**src/rtl/traffic_intersection_ctrl.sv**
```systemverilog
// Round-robin multi-approach traffic-light controller: green -> yellow -> all-red
// clearance per approach, with pedestrian walk latching and a red-flash fault mode.
module traffic_intersection_ctrl #(
  parameter int NUM_DIRS   = 2,
  parameter int TW         = 6,
  parameter int TICK_DIV   = 1,
  parameter int FLASH_HALF = 4,
  localparam int DW        = (NUM_DIRS > 1) ? $clog2(NUM_DIRS) : 1
) (
  input  logic                   i_clk,
  input  logic                   i_reset,
  input  logic                   i_enable,
  input  logic [NUM_DIRS*TW-1:0] i_green_time,
  input  logic [TW-1:0]          i_yellow_time,
  input  logic [TW-1:0]          i_clear_time,
  input  logic [NUM_DIRS-1:0]    i_ped_req,
  output logic [3*NUM_DIRS-1:0]  o_light,
  output logic [NUM_DIRS-1:0]    o_walk,
  output logic [DW-1:0]          o_active_dir,
  output logic                   o_error_status
);

  // state    | meaning
  // S_CLEAR  | all approaches red; r_dir is the approach that goes green next
  // S_GREEN  | approach r_dir green, all others red
  // S_YELLOW | approach r_dir yellow, all others red
  // S_FLASH  | invalid configuration; every lamp flashes red

  localparam int PW = (TICK_DIV > 1) ? $clog2(TICK_DIV) : 1;
  localparam int FW = (FLASH_HALF > 1) ? $clog2(FLASH_HALF) : 1;
  localparam logic [PW-1:0] PRE_MAX = PW'(TICK_DIV - 1);
  localparam logic [FW-1:0] FL_MAX  = FW'(FLASH_HALF - 1);
  localparam logic [DW-1:0] DIR_MAX = DW'(NUM_DIRS - 1);

  typedef enum logic [1:0] {S_CLEAR, S_GREEN, S_YELLOW, S_FLASH} state_t;

  state_t                r_state,   w_state_nxt;
  logic [DW-1:0]         r_dir,     w_dir_nxt;
  logic [TW-1:0]         r_cnt,     w_cnt_nxt;
  logic [PW-1:0]         r_pre,     w_pre_nxt;
  logic [FW-1:0]         r_fl_cnt,  w_fl_cnt_nxt;
  logic                  r_fl_on,   w_fl_on_nxt;
  logic [NUM_DIRS-1:0]   r_pending, w_pending_nxt;
  logic [NUM_DIRS-1:0]   r_walk,    w_walk_nxt;
  logic [3*NUM_DIRS-1:0] r_light,   w_light_nxt;
  logic                  r_error;

  logic [TW-1:0] w_green [NUM_DIRS];
  logic          w_invalid;
  logic          w_tick;
  logic [TW-1:0] w_clear_load;

  always_comb begin
    w_invalid = (i_yellow_time == '0);
    for (int d = 0; d < NUM_DIRS; d++) begin
      w_green[d] = i_green_time[d*TW +: TW];
      if (w_green[d] == '0) w_invalid = 1'b1;
    end
  end

  // A zero clearance still gets one unit of all-red.
  assign w_clear_load = (i_clear_time == '0) ? '0 : i_clear_time - TW'(1);
  assign w_tick       = (r_pre == PRE_MAX);

  always_comb begin
    w_state_nxt   = r_state;
    w_dir_nxt     = r_dir;
    w_cnt_nxt     = r_cnt;
    w_pre_nxt     = r_pre;
    w_fl_cnt_nxt  = r_fl_cnt;
    w_fl_on_nxt   = r_fl_on;
    w_pending_nxt = r_pending | i_ped_req;
    w_walk_nxt    = r_walk;

    if (r_state != S_FLASH && w_invalid) begin
      w_state_nxt  = S_FLASH;
      w_fl_cnt_nxt = '0;
      w_fl_on_nxt  = 1'b1;
      w_walk_nxt   = '0;
    end else if (r_state == S_FLASH) begin
      if (!w_invalid) begin
        w_state_nxt = S_CLEAR;
        w_dir_nxt   = '0;
        w_cnt_nxt   = w_clear_load;
        w_pre_nxt   = '0;
      end else if (r_fl_cnt == FL_MAX) begin
        w_fl_cnt_nxt = '0;
        w_fl_on_nxt  = ~r_fl_on;
      end else begin
        w_fl_cnt_nxt = r_fl_cnt + FW'(1);
      end
    end else if (i_enable) begin
      if (!w_tick) begin
        w_pre_nxt = r_pre + PW'(1);
      end else begin
        w_pre_nxt = '0;
        if (r_cnt != '0) begin
          w_cnt_nxt = r_cnt - TW'(1);
        end else begin
          case (r_state)
            S_CLEAR: begin
              w_state_nxt              = S_GREEN;
              w_cnt_nxt                = w_green[r_dir] - TW'(1);
              w_walk_nxt               = '0;
              w_walk_nxt[r_dir]        = r_pending[r_dir];
              w_pending_nxt[r_dir]     = i_ped_req[r_dir];
            end
            S_GREEN: begin
              w_state_nxt = S_YELLOW;
              w_cnt_nxt   = i_yellow_time - TW'(1);
              w_walk_nxt  = '0;
            end
            S_YELLOW: begin
              w_state_nxt = S_CLEAR;
              w_dir_nxt   = (r_dir == DIR_MAX) ? '0 : r_dir + DW'(1);
              w_cnt_nxt   = w_clear_load;
            end
            default: ;
          endcase
        end
      end
    end
  end

  always_comb begin
    w_light_nxt = '0;
    for (int d = 0; d < NUM_DIRS; d++) begin
      if (w_state_nxt == S_FLASH)
        w_light_nxt[3*d +: 3] = w_fl_on_nxt ? 3'b100 : 3'b000;
      else if (w_state_nxt == S_GREEN && w_dir_nxt == DW'(d))
        w_light_nxt[3*d +: 3] = 3'b001;
      else if (w_state_nxt == S_YELLOW && w_dir_nxt == DW'(d))
        w_light_nxt[3*d +: 3] = 3'b010;
      else
        w_light_nxt[3*d +: 3] = 3'b100;
    end
  end

  always_ff @(posedge i_clk) begin
    if (!i_reset) begin
      r_state   <= S_CLEAR;
      r_dir     <= '0;
      r_cnt     <= '0;
      r_pre     <= '0;
      r_fl_cnt  <= '0;
      r_fl_on   <= 1'b1;
      r_pending <= '0;
      r_walk    <= '0;
      r_light   <= {NUM_DIRS{3'b100}};
      r_error   <= 1'b0;
    end else begin
      r_state   <= w_state_nxt;
      r_dir     <= w_dir_nxt;
      r_cnt     <= w_cnt_nxt;
      r_pre     <= w_pre_nxt;
      r_fl_cnt  <= w_fl_cnt_nxt;
      r_fl_on   <= w_fl_on_nxt;
      r_pending <= w_pending_nxt;
      r_walk    <= w_walk_nxt;
      r_light   <= w_light_nxt;
      r_error   <= (w_state_nxt == S_FLASH);
    end
  end

  assign o_light        = r_light;
  assign o_walk         = r_walk;
  assign o_active_dir   = r_dir;
  assign o_error_status = r_error;

endmodule
```
**config.mk**
```make
export PLATFORM = sky130hd
export DESIGN_NAME = traffic_intersection_ctrl
export DESIGN_NICKNAME = d
export VERILOG_FILES = /design/src/rtl/traffic_intersection_ctrl.sv
export SDC_FILE = /design/constraint.sdc
export NUM_CORES = 1
export LEC_CHECK = 0
export ABC_AREA = 1
export CORE_MARGIN = 2
export CORE_UTILIZATION = 30
export DETAILED_ROUTE_END_ITERATION = 8
export PLACE_DENSITY_LB_ADDON = 0.05
export SETUP_SLACK_MARGIN = 0.3
export SYNTH_ARGS = -nofsm -noshare
export SYNTH_HDL_FRONTEND = slang
export SYNTH_SLANG_ARGS = --single-unit
```
**constraint.sdc**
```tcl
create_clock -name i_clk -period 3.8 [get_ports i_clk]
set_input_delay 0.76 -clock i_clk [delete_from_list [all_inputs] [get_ports i_clk]]
set_output_delay 0.76 -clock i_clk [all_outputs]
set_load 0.02 [all_outputs]
```
==> flow_metrics.env, run 1 <==
export IMPL_dr_total_vias=1738
export IMPL_cts_buffers=3
export IMPL_clk_pin_slew_worst_paths_ns=0.08
export IMPL_drt_iter0_markers=46
export IMPL_synth_seq_area_share=0.2601
export IMPL_finalCritPeriodShare=0.6239
export IMPL_fill_cells=611
export IMPL_syn_area_per_cell_um2=6.862
export IMPL_synth_distinct_cells=33
export IMPL_clock_sinks=23
export IMPL_final_area_mm2=0.002251
export IMPL_htreeDepth=1
export IMPL_routedWlPerCell_um=12.10
export IMPL_ir_drop_uv=289.1
export IMPL_syn_nets=296
export IMPL_cp_num_cells=1
export IMPL_firstDrtPassIters=4
export IMPL_core_area_mm2=0.005608
export IMPL_crit_type="reg -> out"
export IMPL_regToRegSetupSlack_ns=1.49
export IMPL_cp_arrival_ns=1.61
export IMPL_tightest_slew_ns=0.6628
export IMPL_wl_mm=4.453
export IMPL_drcViolationCount=0
export IMPL_die_area_mm2=0.006532
export IMPL_setup_viol=0
export IMPL_vias_per_cell=4.723
export IMPL_p_leak_uw=0.0009744
export IMPL_hold_viol_final=0
export IMPL_ys_ff_latch=23
export IMPL_ctsResizeCount=0
export IMPL_multi_input_area_mm2=0.001149
export IMPL_path_cells="clkdlybuf4s50_1"
export IMPL_status="finished clean"
export IMPL_n_antenna_cell=0
export IMPL_io_pins=39
export IMPL_drive_gt1_frac=0.1554
export IMPL_critPathMaxFanout=9
export IMPL_skew_ns=0.001062
export IMPL_yosysTopAreaCell="dfxtp_1"
export IMPL_dp_cells=364
export IMPL_gr_total_overflow=0
export IMPL_startpoint="o_active_dir$_SDFF_PN0_"
export IMPL_grt_first_pass_wirelength_mm=7.721
export IMPL_cts_root_buf="clkbuf_8"
export IMPL_finalCriticalPeriod_ns=2.371
export IMPL_worstPathRequired_ns=3.04
export IMPL_relSlewSlack=0.5581
export IMPL_grt_max_degree=14
export IMPL_die_y_um=80.82
export IMPL_antenna_found_initial=0
export IMPL_setup_tns_final_ns=0
export IMPL_cts_buffer_depth=2
export IMPL_ant_nets=0
export IMPL_instances_no_fill=368
export IMPL_io_buffers=38
export IMPL_endpoint_kind="primary output"
export IMPL_worst_r2r_cell_count=14
export IMPL_cts_tree="done"
export IMPL_grt_total_usage=0.1475
export IMPL_synth_flop_cell="dfxtp_1"
export IMPL_crit_end="o_active_dir"
export IMPL_area_delta_synth_final_pct=27.14
export IMPL_yosys_warnings=0
export IMPL_insertion_delay_ns=0.26
export IMPL_ff_latch_area_um2=460.4
export IMPL_crit_family="buffers and inverters"
export IMPL_timing_critical_path_buf_inv=1
export IMPL_syn_instance_count=258
export IMPL_hold_buffers=0
export IMPL_timing_fmax_ghz=0.4218
export IMPL_grt_pass1_vias=1676
export IMPL_critPathSlowestCell="clkdlybuf4s50_1"
export IMPL_rsz0062_at_grt="false"
export IMPL_hold_class="reg -> reg"
export IMPL_die_w_um=80.82
export IMPL_nets=335
export IMPL_cap_violations=0
export IMPL_num_rows=27
export IMPL_critical_path_max_stage_delay_ns=0.70
export IMPL_hpwlAfterDp_mm=3.614
export IMPL_start_util=0.3157
export IMPL_r2r_start="r_state[1]$_SDFF_PN0_"
export IMPL_r2r_end="r_cnt[4]$_SDFFE_PN0P_"
export IMPL_drv_slew=0
export IMPL_cts_setup_buffers=0
export IMPL_synthesis_area_mm2=0.001770
export IMPL_powerDensity_mw_per_mm2=452.4
export IMPL_synth_top_area_frac=0.2601
export IMPL_gp_congestion=0.8043
export IMPL_netlist_top_cells_area="dfxtp_1 (26%), nand2_1 (12%), nor2_1 (6.8%)"
export IMPL_dpl_cell_area_mm2=0.002206
export IMPL_synth_enable_flop_cells=0
export IMPL_startpoint_type="flip-flop"
export IMPL_synthArstFlopShare=0
==> cell type report <==
cell class | count | share of cell area
inverter | 31 | 0.05614
clock buffer | 4 | 0.02001
timing repair buffer | 38 | 0.1690
multi-input combinational | 200 | 0.5103
tap | 72 | 0.04002
sequential | 23 | 0.2046
==> through the flow <==
stage | setup slack, ns | hold WS (ns) | power (µW) | utilization
5_1_grt | 1.305 | 0.5003 | 1114 | 0.4014
4_1_cts | 1.432 | 0.4799 | 1028 | 0.4014
6_report | 1.429 | 0.4759 | 1018 | 0.4014
2_1_floorplan | 1.936 | 0.4499 | 727.1 | -
3_3_place_gp | 1.343 | 0.4657 | 876.5 | 0.3934
3_5_place_dp | 1.335 | 0.4673 | 873.6 | 0.3934
==> layout by cell type (no fill, tap or decap), types with 2 or more instances in the layout <==
| cell type | netlist | final |
|---|---|---|
| nand2_2 | 4 | 4 |
| clkdlybuf4s50_1 | 0 | 38 |
| nand2_1 | 57 | 57 |
| nand4_1 | 7 | 7 |
| nand3_2 | 9 | 9 |
| or2_2 | 4 | 4 |
| inv_2 | 6 | 6 |
| clkbuf_8 | 0 | 3 |
| ha_1 | 9 | 9 |
| a31oi_1 | 2 | 2 |
| dfxtp_1 | 23 | 23 |
| o21ai_0 | 14 | 14 |
| nand2_4 | 2 | 2 |
| nor2_1 | 32 | 32 |
| inv_1 | 22 | 22 |
| o21ai_1 | 6 | 6 |
| a21oi_1 | 11 | 11 |
| nor3_1 | 4 | 4 |
| nor3_2 | 4 | 4 |
| nand3_1 | 20 | 20 |
| nor2_4 | 7 | 7 |
==> flip-flops by register name, summed over array words and instances, names as in the netlist, 2 cells and up <==
register,flops
o_light,6
r_cnt,6
r_state,2
o_walk,2
r_pending,2
r_fl_cnt,2
==> worst min-delay path by stage <==
| stage | slack (ns) | startpoint | cells past startpoint | endpoint |
|---|---|---|---|---|
| after floorplan | 0.45 | r_pending[1]$_SDFF_PN0_ | 2 | r_pending[1]$_SDFF_PN0_ |
| after global placement | 0.47 | r_pending[0]$_SDFF_PN0_ | 2 | r_pending[0]$_SDFF_PN0_ |
| after detailed placement | 0.47 | o_walk[0]$_SDFFE_PP0P_ | 2 | o_walk[0]$_SDFFE_PP0P_ |
| after CTS | 0.48 | o_walk[0]$_SDFFE_PP0P_ | 2 | o_walk[0]$_SDFFE_PP0P_ |
| after global routing | 0.50 | r_pending[0]$_SDFF_PN0_ | 2 | o_walk[0]$_SDFFE_PP0P_ |
| final | 0.48 | o_walk[0]$_SDFFE_PP0P_ | 2 | o_walk[0]$_SDFFE_PP0P_ |
==> routing by layer <==
metal  vias to the layer above  track usage  wire (µm)
met1                       788       0.2034       2216
met4                         0      0.02034         17
met3                         2      0.02889        184
met2                        28       0.2438       2035
li1                        920            -          -
met5                         -            0          0
==> Yosys cell counts (2+ instances only) <==
| cell type | instances |
|---|---|
| a21oi_1 | 11 |
| a31oi_1 | 2 |
| buf_6 | 2 |
| dfxtp_1 | 23 |
| ha_1 | 9 |
| inv_1 | 22 |
| inv_2 | 6 |
| nand2_1 | 57 |
| nand2_2 | 4 |
| nand2_4 | 2 |
| nand3_1 | 20 |
| nand3_2 | 9 |
| nand4_1 | 7 |
| nor2_1 | 32 |
| nor2_4 | 7 |
| nor3_1 | 4 |
| nor3_2 | 4 |
| o21ai_0 | 14 |
| o21ai_1 | 6 |
| or2_2 | 4 |
==> logic make-up (layout without fill, tap and decap cells) <==
family / Yosys count / in the layout / share of synthesized area
flip-flops: 23 / 23 / 0.2601
buffers and inverters: 35 / 73 / 0.09116
AND/OR/NAND/NOR: 154 / 154 / 0.4728
AO/OA/AOI/OAI: 36 / 36 / 0.1074
XOR/XNOR: 1 / 1 / 0.004948
adder cells (fa/ha/maj): 9 / 9 / 0.06361
==> report_power, final <==
part | switching, µW | total (µW) | internal, µW
clock | 77.1 | 152 | 74.8
combinational | 341 | 556 | 215
sequential | 29.8 | 311 | 281
No activity file was read; power rests on OpenSTA's default activity.
==> run 2: changes to the inputs <==
clock period = 2.2 ns   (was 3.8 ns; I/O delays follow)
==> run 2 against run 1 <==
Via count rose by 3.4%. Sequential power grew 73%. Highest routed layer unchanged. Sequential cell count unchanged. Critical path type is now reg -> reg. Register-to-register slack got worse by 1.2 ns. Clock skew rose by 0.0019 ns. Total power rose by 82%. Final cell count grew 3.5%.
==> flow_metrics.env, run 2 (synthesized netlist as in run 1, its figures left out) <==
export IMPL_endpoint_kind="flip-flop"
export IMPL_clock_sinks=23
export IMPL_p_leak_uw=0.001070
export IMPL_instances_no_fill=381
export IMPL_ant_nets=0
export IMPL_insertion_delay_ns=0.27
export IMPL_n_antenna_cell=0
export IMPL_dp_cells=372
export IMPL_hold_buffers=0
export IMPL_crit_type="reg -> reg"
export IMPL_fill_cells=606
export IMPL_setup_viol=0
export IMPL_drcViolationCount=0
export IMPL_hold_class="reg -> reg"
export IMPL_finalCriticalPeriod_ns=1.888
export IMPL_io_pins=39
export IMPL_regToRegSetupSlack_ns=0.31
export IMPL_num_rows=27
export IMPL_cts_buffer_depth=2
export IMPL_core_area_mm2=0.005608
export IMPL_hold_slack_ns=0.4720
export IMPL_drive_gt1_frac=0.2168
export IMPL_startpoint_type="flip-flop"
export IMPL_cts_buffers=3
export IMPL_setup_tns_final_ns=0
export IMPL_layout_commonest_cell="nand2_1"
export IMPL_die_area_mm2=0.006532
export IMPL_gp_congestion=0.8001
export IMPL_grt_max_degree=13
export IMPL_skew_ns=0.002984
export IMPL_r2r_start="r_state[1]$_SDFF_PN0_"
export IMPL_worstPathRequired_ns=2.36
export IMPL_finalCritPeriodShare=0.8584
export IMPL_wl_met1_mm=2.217
export IMPL_cap_violations=0
export IMPL_r2r_end="r_cnt[4]$_SDFFE_PN0P_"
export IMPL_grt_pass1_vias=1668
export IMPL_hold_viol_final=0
export IMPL_timing_fmax_ghz=0.5295
export IMPL_routedWlPerCell_um=11.95
export IMPL_firstDrtPassIters=4
export IMPL_route_met3_wl_um=235
export IMPL_powerDensity_mw_per_mm2=772.3
export IMPL_drt_iter0_markers=73
export IMPL_nets=348
export IMPL_cts_tree="done"
export IMPL_grt_first_pass_wirelength_mm=7.348
export IMPL_worst_r2r_cell_count=14
export IMPL_area_delta_synth_final_pct=35.76
export IMPL_rsz0062_at_grt="true"
export IMPL_dr_total_vias=1797
export IMPL_die_y_um=80.82
export IMPL_drv_slew=0
export IMPL_die_w_um=80.82
export IMPL_gr_total_overflow=0
export IMPL_wl_mm=4.553
export IMPL_met2_length_mm=2.082
export IMPL_worstHoldStart="o_walk[0]$_SDFFE_PP0P_"
export IMPL_top_layer_used="met4"
export IMPL_grt_total_usage=0.1429
export IMPL_clk_pin_slew_worst_paths_ns=0.09
export IMPL_relSlewSlack=0.7657
export IMPL_critPathMaxFanout=7
export IMPL_tightest_slew_ns=0.3488
export IMPL_final_cell_mix="nand2_1 (57), clkdlybuf4s50_1 (36), nor2_1 (31), inv_1 (21), dfxtp_1 (21)"
export IMPL_htreeDepth=1
export IMPL_cp_arrival_ns=2.05
export IMPL_io_buffers=38
export IMPL_status="finished clean"
export IMPL_start_util=0.3157
export IMPL_ir_drop_uv=336.7
export IMPL_whs_endpoint="o_walk[0]$_SDFFE_PP0P_"
export IMPL_vias_per_cell=4.717
export IMPL_hpwlAfterDp_mm=3.586
export IMPL_cts_root_buf="clkbuf_8"
export IMPL_antenna_found_initial=0
export IMPL_hold_depth=2
[run 2: cell count changes in the layout (fill, tap and decap cells not counted), sizes merged]
| cell | change |
|---|---|
| clkdlybuf4s50 | -2 |
| dlymetal6s2s | +2 |
| buf | +13 |
[run 2: where the power goes]
part | leakage (µW) | internal, µW | switching (µW) | total [µW]
registers | 0.000190 | 487 | 51.5 | 538
logic | 0.000857 | 433 | 614 | 1050
clock network | 0.0000228 | 129 | 142 | 271
total | 0.00107 | 1050 | 807 | 1860
[run 2: cell type report]
class / count / area, µm² / share of cell area
clock buffer: 4 / 45.04 / 0.01874
inverter: 31 / 128.9 / 0.05362
sequential: 23 / 467.9 / 0.1947
timing repair buffer: 51 / 480.5 / 0.1999
multi-input combinational: 200 / 1191 / 0.4956
tap: 72 / 90.09 / 0.03748
[run 2: worst max-delay path: stages (launching register included)]
cell and delay [ns]:
dfxtp_4 0.37, inv_4 0.06, ha_4 0.22, nor2_4 0.06
nand2_2 0.06, nand2_2 0.07, nor2_4 0.17, ha_4 0.15
nand4_1 0.11, nor2_2 0.15, nand2_1 0.06, nand2_1 0.05
nor2_1 0.04, o21ai_1 0.13, a21oi_1 0.08
[run 2: worst max-delay path by stage]
stage / start / endpoint / slack [ns] / cells past startpoint
2_1_floorplan: r_state[1]$_SDFF_PN0_ / r_cnt[4]$_SDFFE_PN0P_ / 0.34 / 15
3_3_place_gp: r_state[1]$_SDFF_PN0_ / r_cnt[4]$_SDFFE_PN0P_ / 0.006 / 14
3_5_place_dp: r_state[1]$_SDFF_PN0_ / r_cnt[4]$_SDFFE_PN0P_ / -0.06 / 14
4_1_cts: r_state[1]$_SDFF_PN0_ / r_cnt[4]$_SDFFE_PN0P_ / 0.27 / 14
5_1_grt: r_state[1]$_SDFF_PN0_ / r_cnt[4]$_SDFFE_PN0P_ / 0.24 / 14
6_report: r_state[1]$_SDFF_PN0_ / r_cnt[4]$_SDFFE_PN0P_ / 0.31 / 14
[run 2: through the flow]
stage               area [µm²]  worst slack, ns  power, µW  utilization
floorplan                 1770           0.3356       1256            -
global placement          2266         0.005892       1536       0.4041
detailed placement        2266         -0.05662       1526       0.4041
CTS                       2337           0.2730       1826       0.4168
global route              2404           0.2442       2014       0.4286
finish                    2404           0.3116       1856       0.4286
[run 2: per-layer routing]
metal,up-vias,GRT usage
met5,-,0
met4,0,0.02034
met3,2,0.03333
met2,43,0.2413
met1,791,0.1894
li1,961,-
[run 2: what timing repair did]
item,in CTS,in global routing
endpoints found under the setup margin,7,13
endpoints found under the hold margin,0,0
pin swaps,0,7
setup buffers,1,4
resized for setup,4,13
